<file path="src/rtl/mem_pkg.sv">
// rtl/mem_pkg.sv - shared widths, op and state encodings, instruction field layout
package mem_pkg;

  localparam int MEM_ADDR_W = 13;
  localparam int MEM_DATA_W = 8;

  // Instruction word: opcode in the top three bits, operand address below it
  localparam int INSTR_W     = 16;
  localparam int OPC_MSB     = 15;
  localparam int OPC_LSB     = 13;
  localparam int OPERAND_MSB = 12;
  localparam int OPERAND_LSB = 0;

  typedef enum logic [1:0] {
    OP_FETCH   = 2'b00,
    OP_LOAD    = 2'b01,
    OP_STORE   = 2'b10,
    OP_ILLEGAL = 2'b11
  } mem_op_e;

  typedef enum logic [2:0] {
    S_IDLE     = 3'd0,
    S_FETCH_LO = 3'd1,
    S_FETCH_HI = 3'd2,
    S_LOAD     = 3'd3,
    S_STORE    = 3'd4,
    S_RESP     = 3'd5
  } mau_state_e;

endpackage

</file>
<file path="src/rtl/mem_access_unit.sv">
// rtl/mem_access_unit.sv - byte-wide memory initiator sequencing fetch, load and store requests
import mem_pkg::*;

module mem_access_unit #(
  parameter int ADDR_W = MEM_ADDR_W,
  parameter int DATA_W = MEM_DATA_W
) (
  input  logic                clk,
  input  logic                rst,
  input  logic                req_valid,
  output logic                req_ready,
  input  logic [1:0]          req_op,
  input  logic [ADDR_W-1:0]   req_addr,
  input  logic [DATA_W-1:0]   req_wdata,
  output logic                resp_valid,
  output logic [2*DATA_W-1:0] resp_data,
  output logic                resp_err,
  output logic [ADDR_W-1:0]   mem_addr,
  output logic [DATA_W-1:0]   mem_wdata,
  output logic                mem_wen,
  input  logic [DATA_W-1:0]   mem_rdata
);

  mau_state_e          state;
  logic [ADDR_W-1:0]   addr_q;
  logic [DATA_W-1:0]   lo_q;

  // mem_addr is loaded at the accept edge so the combinational read data is
  // already valid during the first access state.
  always_ff @(posedge clk) begin
    if (rst) begin
      state      <= S_IDLE;
      req_ready  <= 1'b1;
      resp_valid <= 1'b0;
      resp_data  <= '0;
      resp_err   <= 1'b0;
      mem_addr   <= '0;
      mem_wdata  <= '0;
      mem_wen    <= 1'b0;
      addr_q     <= '0;
      lo_q       <= '0;
    end else begin
      resp_valid <= 1'b0;
      resp_data  <= '0;
      resp_err   <= 1'b0;
      mem_wen    <= 1'b0;
      case (state)
        S_FETCH_LO: begin
          lo_q     <= mem_rdata;
          mem_addr <= addr_q + 1'b1;
          state    <= S_FETCH_HI;
        end
        S_FETCH_HI: begin
          resp_valid <= 1'b1;
          resp_data  <= {mem_rdata, lo_q};
          req_ready  <= 1'b1;
          state      <= S_RESP;
        end
        S_LOAD: begin
          resp_valid <= 1'b1;
          resp_data  <= {{DATA_W{mem_rdata[DATA_W-1]}}, mem_rdata};
          req_ready  <= 1'b1;
          state      <= S_RESP;
        end
        S_STORE: begin
          resp_valid <= 1'b1;
          req_ready  <= 1'b1;
          state      <= S_RESP;
        end
        default: begin
          if (req_valid && req_ready) begin
            addr_q <= req_addr;
            case (mem_op_e'(req_op))
              OP_FETCH: begin
                mem_addr  <= req_addr;
                req_ready <= 1'b0;
                state     <= S_FETCH_LO;
              end
              OP_LOAD: begin
                mem_addr  <= req_addr;
                req_ready <= 1'b0;
                state     <= S_LOAD;
              end
              OP_STORE: begin
                mem_addr  <= req_addr;
                mem_wdata <= req_wdata;
                mem_wen   <= 1'b1;
                req_ready <= 1'b0;
                state     <= S_STORE;
              end
              default: begin
                resp_valid <= 1'b1;
                resp_err   <= 1'b1;
                req_ready  <= 1'b1;
                state      <= S_RESP;
              end
            endcase
          end else begin
            req_ready <= 1'b1;
            state     <= S_IDLE;
          end
        end
      endcase
    end
  end

endmodule

</file>
<file path="config.mk">
export PLATFORM = sky130hd
export DESIGN_NAME = mem_access_unit
export DESIGN_NICKNAME = d
export VERILOG_FILES = /design/src/rtl/mem_pkg.sv /design/src/rtl/mem_access_unit.sv
export SDC_FILE = /design/constraint.sdc
export NUM_CORES = 1
export LEC_CHECK = 0
export CAP_MARGIN = 20
export CORE_UTILIZATION = 39
export DETAILED_ROUTE_END_ITERATION = 8
export PLACE_DENSITY = 0.7
export SYNTH_ARGS = -nofsm -noshare
export SYNTH_HDL_FRONTEND = slang
export SYNTH_SLANG_ARGS = --single-unit
</file>
<file path="constraint.sdc">
create_clock -name clk -period 1.95 [get_ports clk]
set_input_delay 0.195 -clock clk [delete_from_list [all_inputs] [get_ports clk]]
set_output_delay 0.195 -clock clk [all_outputs]
set_load 0.05 [all_outputs]
</file>
==> metrics.md, run 1 <==
| Metric | Value |
|---|---|
| Status | finished clean |
| Area Growth Syn to Fin | 39.1% |
| Endpoints failing setup | 0 |
| Hold Vio Cnt, Final | 0 |
| Pins Over Slew Limit | 0 |
| PD cells | 1100 nW/um2 |
| Core ar. | 6790 um2 |
| ANT cells | 0 |
| Clock skew | 0.00639 ns |
| Largest net degree at the start of global routing | 27 |
| Buf/Inv on CP | 1 |
| Cell taking the most area after synthesis | dfxtp_1 |
| Clock tree buffer depth | 2 |
| RSZ-0062 raised after global routing | false |
| Top cell type's share of synthesized area | 0.474 |
| Port Buf Inserts | 74 |
| Max Cap Viol | 0 |
| Die span in y | 85.9 um |
| Die Wd | 85.9 um |
| CTS buffer count | 9 |
| Non-filler cells, final | 487 |
| Min Clock Period, post-route | 1.76 ns |
| Mapped Nets | 338 |
| Die ar. | 7380 um2 |
| Area contributors post-synth | dfxtp_1, mux2i_1, nor2_1 |
| WP data arrival | 1.56 ns |
| Tcrit/Tclk final | 0.901 |
| Post-synthesis cell type count | 46 |
| CP Data Required Time | 1.75 ns |
| CP startpoint kind | flop |
| I/O Pins | 75 |
| Min-Delay Path Class | in -> reg |
| Cell area after synthesis | 2750 um2 |
| Post-route DRC | 0 |
| First-pass GRT wire length | 10,600 um |
| Maximum fanout along the worst path | 4 |
| Gate Count Post-Synth | 303 |
| Initial antenna violation count | 0 |
| Clock latency on the worst-skew pair | 0.34 ns |
| # Post-CTS Setup Buffers | 0 |
| Share of cells above drive strength 1 | 0.0997 |
| Max-slew headroom | 0.617 |
| H-tree depth | 3 |
| Hpwl dp | 4760 um |
| Cts hold-fix bufs | 0 |
| Max stage delay on crit path | 0.84 ns |
| GRT Resource Usage Total | 0.190 |
| CTS root buf | clkbuf_8 |
| Detailed Route WL | 6730 um |
| EDFF count, synth | 0 |
| Clock sink count | 65 |
| Hold WS | 0.276 ns |
| FF+latch count, synth | 65 |
| Routed vias | 2,435 |
| Routed len/inst | 13.8 um |
| Peak VDD IR | 0.553 mV |
| First-pass detailed-route iteration total | 4 |
| Fmax | 569 MHz |
| Cell count after placement | 471 |
| GRT overflow | 0 |
| ANT nets after route | 0 |
| Post-Route Setup TNS | 0 ns |
| Initial Utilization | 0.404 |
| Worst Tran Pin Value | 0.572 ns |
| Register area share after synthesis | 0.474 |
| Top delay family on crit path | buffers and inverters |
| Async SR Flop Fraction | 0 |
| Routability congestion estimate | 0.837 |
| CP max-delay cell | clkdlybuf4s50_1 |
| CP Cell Sequence | clkdlybuf4s50_1 |
| Row cnt | 30 |
| Main synth FF type | dfxtp_1 |
| Crit. End Element | primary output |
| Post-CTS Resized | 0 |
| Iter 0 DRT Violations | 69 |
| TritonCTS clock tree | yes |
| Syn avg cell area | 9.07 um2 |
| Vias in the first global route | 2,214 |
| Vias per cell | 5.00 |
| Post-layout util | 0.563 |
| Leakage | 1.36 nW |
| Final nets | 421 |
| Total power | 4.20 mW |
| CP Class | reg -> out |
| Reg clk slew, reported paths | 0.07 ns |
| Yosys synthesis warning count | 0 |
==> through the flow <==
step / cell area (um2) / worst slack, ns
floorplan: 2750 / 0.301
global placement: 3630 / 0.207
detailed placement: 3630 / 0.175
CTS: 3820 / 0.180
global route: 3820 / 0.119
finish: 3820 / 0.193
==> synth_stat cells, types with 2 or more instances <==
| cell | instances |
|---|---|
| a211oi_1 | 2 |
| a21oi_1 | 27 |
| a31oi_1 | 2 |
| buf_6 | 2 |
| clkbuf_1 | 14 |
| dfxtp_1 | 65 |
| inv_1 | 7 |
| mux2i_1 | 28 |
| nand2_1 | 24 |
| nand2b_1 | 13 |
| nand3_1 | 8 |
| nor2_1 | 43 |
| nor2b_1 | 4 |
| nor3_1 | 8 |
| nor3b_1 | 4 |
| o21a_1 | 3 |
| o21ai_0 | 6 |
| o311ai_0 | 2 |
| o32ai_1 | 5 |
| or3_1 | 2 |
| or4_1 | 4 |
| xnor2_1 | 6 |
==> layout by cell type (no fill, tap or decap), types with 2 or more instances in the layout <==
cell	synthesis	routed
a31oi_1	2	2
nand2_1	24	24
mux2i_1	28	28
or3_1	2	2
buf_4	1	15
dfxtp_1	65	65
a21oi_1	27	27
o311ai_0	2	2
xnor2_1	6	6
nor2b_1	4	4
nor2_1	43	43
o21ai_0	6	6
clkbuf_1	14	3
a211oi_1	2	2
o21a_1	3	3
clkdlybuf4s50_1	0	73
nor3b_1	4	4
nor3_1	8	8
inv_1	7	7
clkinv_2	0	2
or4_1	4	4
nand2b_1	13	13
clkbuf_8	0	10
o32ai_1	5	5
nand3_1	8	8
==> cells by family after synthesis <==
kind of cell,count (synthesis),share of synthesized area
XOR/XNOR,6,0.0191
flip-flops,65,0.474
multiplexers,28,0.102
AO/OA/AOI/OAI,57,0.132
buffers and inverters,25,0.0469
AND/OR/NAND/NOR,121,0.222
adder cells (fa/ha/maj),1,0.00455
==> area by class of cell <==
cell class                      instances  area [um2]
Sequential cell                        65        1300
Clock buffer                           13         149
Inverter                                7        26.3
Fill cell                             632        2970
Tap cell                               96         120
Timing Repair Buffer                   90         868
Multi-Input combinational cell        213        1320
Clock inverter                          3        40.0
==> registers in the layout (all words and copies together), names as in the netlist <==
signal / cells
resp_data: 16
addr_q: 13
mem_addr: 13
lo_q: 8
mem_wdata: 8
state: 3
mem_wen: 1
req_ready: 1
resp_err: 1
resp_valid: 1
==> power breakdown <==
part           total, mW  internal, mW  switching [mW]
clock network       1.12         0.623           0.496
registers           1.64          1.50           0.138
logic               1.44         0.591           0.852
total               4.20          2.71            1.49
==> per-layer routing <==
metal	part of all wire	vias up	GRT usage	wire, um
met5	0	-	0	0
met4	0.015	0	0.0758	101
met3	0.065	10	0.0587	436
met2	0.46	82	0.307	3110
met1	0.46	1121	0.237	3080
li1	-	1222	-	-
==> final timing paths <==
check | startpoint | end | slack (ns) | cells past startpoint
setup reg to reg | state[2] | mem_addr[4] | 0.30 | 4
hold reg to reg | lo_q[4] | lo_q[4] | 0.46 | 2
setup / recovery | req_ready | req_ready | 0.19 | 1
hold / removal | rst | addr_q[6] | 0.28 | 2
No activity file was read; power rests on OpenSTA's default activity.
==> run 2, diff against run 1 <==
--- a/config.mk
+++ b/config.mk
@@ -5,6 +5,7 @@
 export SDC_FILE = /design/constraint.sdc
 export NUM_CORES = 1
 export LEC_CHECK = 0
+export ABC_AREA = 0
 export CAP_MARGIN = 20
 export CORE_UTILIZATION = 39
 export DETAILED_ROUTE_END_ITERATION = 8
==> results of run 2 <==
The final DEF is identical to that of run 1; final timing and power are the same.
==> variant 1: new RTL, flow settings as in run 2 <==
Reset style: asynchronous (`rst`), changed in one clocked block.
--- a/src/rtl/mem_access_unit.sv
+++ b/src/rtl/mem_access_unit.sv
@@ -27,7 +27,7 @@
 
   // mem_addr is loaded at the accept edge so the combinational read data is
   // already valid during the first access state.
-  always_ff @(posedge clk) begin
+  always_ff @(posedge clk or posedge rst) begin
     if (rst) begin
       state      <= S_IDLE;
       req_ready  <= 1'b1;
Function: differs if rst is asserted again (counterexample within 4 cycles, from zero or initial values and one cycle with rst high); with rst held inactive, the same outputs for 10 cycles.
==> variant 1 against run 2 <==
Maximum frequency decreased by 3.5%. Utilization up 1.9 points. Sequential share of layout area grew 6.5 points. Largest cell class is now sequential cells. Setup slack got worse by 64 ps. Via count is 14% lower. Wire length decreased by 10%. Synthesized area grew 3.1%. Sequential cell count did not move. Clock skew up 3.4 ps. Final area grew 5.1%.
Power is not compared: it rests on default switching activity, and its combinational part moved more than twofold at a synthesized area within 25%.
==> variant 1: results (changes against run 2) <==
Worst reg2reg setup slack: 130 ps (-170 ps)
Placed Cells: 419 (-11%)
Leading cell kind: sequential cells
Filler Cells Inserted: 614 (-2.8%)
Core footprint: 0.00691 mm2 (+1.7%)
Placed Area: 0.00373 mm2 (+2.8%)
Area share of fa/ha/maj cells after synthesis: 0.00442 (-0.000137)
Logic inverters: 6 (-1)
Worst slew pin tran: 518 ps (-54.0 ps)
Register area share after synthesis: 0.575 (+0.101)
Crit path DAT: 2040 ps (+480 ps)
Share of layout cells above drive strength 1: 0.192 (+0.0920)
Most frequent cells after synthesis: 64 x dfrtp_1, 40 x nand2_1, 26 x mux2_2
Non-CTS buffers: 85 (-5.6%)
Via/cell ratio: 4.79 (-4.2%)
Total Nets Final: 369 (-12%)
Status: finished clean
Slowest cell on crit path: or3_1
Final-layout clock-cell area share: 0.0685 (+0.0191)
Mux contribution to synthesized area: 0.132 (+0.0296)
Wire per inst: 13.9 um (+0.79%)
HPWL after DPL: 4.18 mm (-12%)
Detailed Route Iter0 Violations: 109 (+58%)
Compound-Gate Fraction of Synth Area: 0.0875 (-0.0441)
Crit Path Max Fanout: 19 (+15)
Top Family by Delay on Critical Path: simple AND/OR/NAND/NOR gates
Met2 wire length: 2.87 mm (-7.6%)
Crit share post-route: 0.934 (+0.0330)
Asr flop ratio synth: 1.00 (+1.00)
[variant 1: power by group through the flow]
stage                     logic (mW)  clock network (mW)  registers [mW]
after global placement          3.65                   0            2.30
after floorplan                 1.50                   0            3.37
final                           3.71                1.55            2.31
after detailed placement        3.71                   0            2.33
after global routing            4.00                1.64            2.37
after CTS                       3.72                1.58            2.31
[variant 1: worst paths after layout]
check / startpoint / to / depth (start not counted)
worst max-delay path: state[1]$_DFF_PP0_ / addr_q[7]$_DFFE_PP0P_ / 4
worst min-delay path: rst / mem_wdata[5]$_DFFE_PP0P_ / 3
worst max register to register: state[1]$_DFF_PP0_ / addr_q[7]$_DFFE_PP0P_ / 4
max in group asynchronous: rst / req_ready$_DFFE_PP1P_ / 3
min in group clk: req_addr[11] / addr_q[11]$_DFFE_PP0P_ / 3
worst min register to register: lo_q[0]$_DFFE_PP0N_ / lo_q[0]$_DFFE_PP0N_ / 2
==> variant 2: new RTL, config.mk and constraints of run 2 <==
Without the edit above. `MEM_DATA_W`: 8 -> 9.
--- a/src/rtl/mem_pkg.sv
+++ b/src/rtl/mem_pkg.sv
@@ -2,7 +2,7 @@
 package mem_pkg;
 
   localparam int MEM_ADDR_W = 13;
-  localparam int MEM_DATA_W = 8;
+  localparam int MEM_DATA_W = 9;
 
   // Instruction word: opcode in the top three bits, operand address below it
   localparam int INSTR_W     = 16;
Interface: changed (resized mem_rdata, mem_wdata, req_wdata and resp_data); port bits go from 75 to 80. The function was not compared with the original's and may differ.
==> variant 2 against run 2 <==
Register-to-register slack got worse by 170 ps. Clock skew about the same. Synthesized area increased by 7.3%. Wire length decreased by 5.7%. Final area increased by 6.2%. Clock power increased by 26%. Non-clock buffer count decreased by 3. Setup slack got worse by 60 ps. Sequential cell count increased by 4. Largest power group unchanged. Synthesized cell count increased by 4.3%. Critical path type is now flip-flop to flip-flop. Cell count increased by 1.8%. Total power increased by 1.9%.
==> variant 2: results (changes against run 2) <==
Compound-Gate Fraction of Synth Area: 0.131 (-0.000448)
Slowest cell on crit path: or3b_2
Ranking of synthesized cells by area: dfxtp_1 47%, mux2i_1 13%, a21oi_1 4.9%
Top flop regs: resp_data (18), addr_q (13), mem_addr (13)
Die area: 0.00791 mm2 (+7.1%)
Via/cell ratio: 4.94 (-1.3%)
Synth cell types: 48 (+4.3%)
Mean post-synth cell area: 9.33 um2 (+2.9%)
Clock skew: 6.55 ps (+0.160 ps)
VDD IR-drop max: 0.575 mV (+3.8%)
Filler Cells Inserted: 710 (+12%)
LEAKAGE: 1.45 nW (+6.3%)
ANT cells: 0 (unchanged)
Final hold slack: 305 ps (+29.2 ps)
Share of layout cells above drive strength 1: 0.101 (+0.00101)
Place WS: 103 ps (-71.8 ps)
FF+latch count: 69 (+6.2%)
Multi-input logic portion of the cell area: 0.356 (+0.0114)
Port bufs: 79 (+6.8%)
Worst reg2reg setup slack: 130 ps (-170 ps)
Fin util: 0.557 (-0.00599)
Status: finished clean
Placed Cells: 480 (+1.9%)
Aggregate global-route resource usage: 0.169 (-0.0216)
Seq. cell area: 0.00138 mm2 (+6.2%)
Non-clock buffers, area share: 0.211 (-0.0157)
Register area share after synthesis: 0.469 (-0.00500)
Largest net degree at the start of global routing: 32 (+19%)
Crit path DAT: 2070 ps (+510 ps)
Logic inverters: 1 (-6)
Area share of fa/ha/maj cells after synthesis: 0.00424 (-0.000309)
Total Nets Final: 429 (+1.9%)
Non-CTS buffers: 87 (-3.3%)
Worst slew pin tran: 602 ps (+30.1 ps)
Multi-In Gates: 224 (+5.2%)
RR Endpoint: mem_addr[1]$_SDFFE_PP0P_
Detailed Route Iter0 Violations: 104 (+51%)
First-pass GRT wire length: 10.2 mm (-4.0%)
Mux contribution to synthesized area: 0.129 (+0.0270)
FF-to-FF Start: state[1]$_SDFF_PP0_
Final setup fails: 0 (unchanged)
Via count: 2449 (+0.57%)
Wire per inst: 12.8 um (-7.4%)
Post-Syn Nets: 353 (+4.4%)
Xor and xnor area share after synthesis: 0.0178 (-0.00130)
Placed Area: 0.00381 mm2 (+4.9%)
Vias in the first global route: 2170 (-2.0%)
HPWL after DPL: 4.47 mm (-6.2%)
GP Congestion: 0.757 (-9.5%)
Final-layout clock-cell area share: 0.0607 (+0.0113)
Most frequent cells after synthesis: 69 x dfxtp_1, 38 x mux2i_1, 37 x nor2_1
## variant 2: critical path, delay by kind of cell (launching register included)
family	cells	cell delay, ps
AO/OA/AOI/OAI	1	270
flip-flops	1	410
multiplexers	1	180
AND/OR/NAND/NOR	2	870
## variant 2: where the power goes
group / internal, mW / total (mW) / switching [mW]
registers: 1.56 / 1.67 / 0.112
logic: 0.499 / 1.20 / 0.702
clock network: 0.855 / 1.41 / 0.554
total: 2.91 / 4.28 / 1.37
## variant 2: kinds of logic after synthesis
| kind of cell | after synthesis |
|---|---|
| DFF | 69 |
| and+or+nand+nor | 121 |
| muxes | 38 |
| xor gates and xnor gates | 6 |
| buffers and inverters | 23 |
| AOI/OAI and AO/OA | 58 |
| adders and majority gates | 1 |
## variant 2: metal layers
metal / share of wire / global-route usage
met3: 0.059 / 0.0563
met1: 0.45 / 0.200
met4: 0.0076 / 0.0505
met5: 0 / 0
met2: 0.48 / 0.291
## variant 2: how the worst max path moves through the flow
| stage | from | endpoint | slack [ps] | cells after the start |
|---|---|---|---|---|
| finish | state[1]$_SDFF_PP0_ | mem_addr[1]$_SDFFE_PP0P_ | 130 | 4 |
| global placement | req_valid | mem_addr[2]$_SDFFE_PP0P_ | 140 | 5 |
| global route | state[1]$_SDFF_PP0_ | mem_addr[1]$_SDFFE_PP0P_ | 8 | 4 |
| CTS | state[0]$_SDFF_PP0_ | mem_addr[2]$_SDFFE_PP0P_ | 130 | 4 |
| detailed placement | req_valid | mem_addr[1]$_SDFFE_PP0P_ | 100 | 5 |
| floorplan | req_ready$_SDFFE_PP1P_ | mem_addr[1]$_SDFFE_PP0P_ | 160 | 6 |
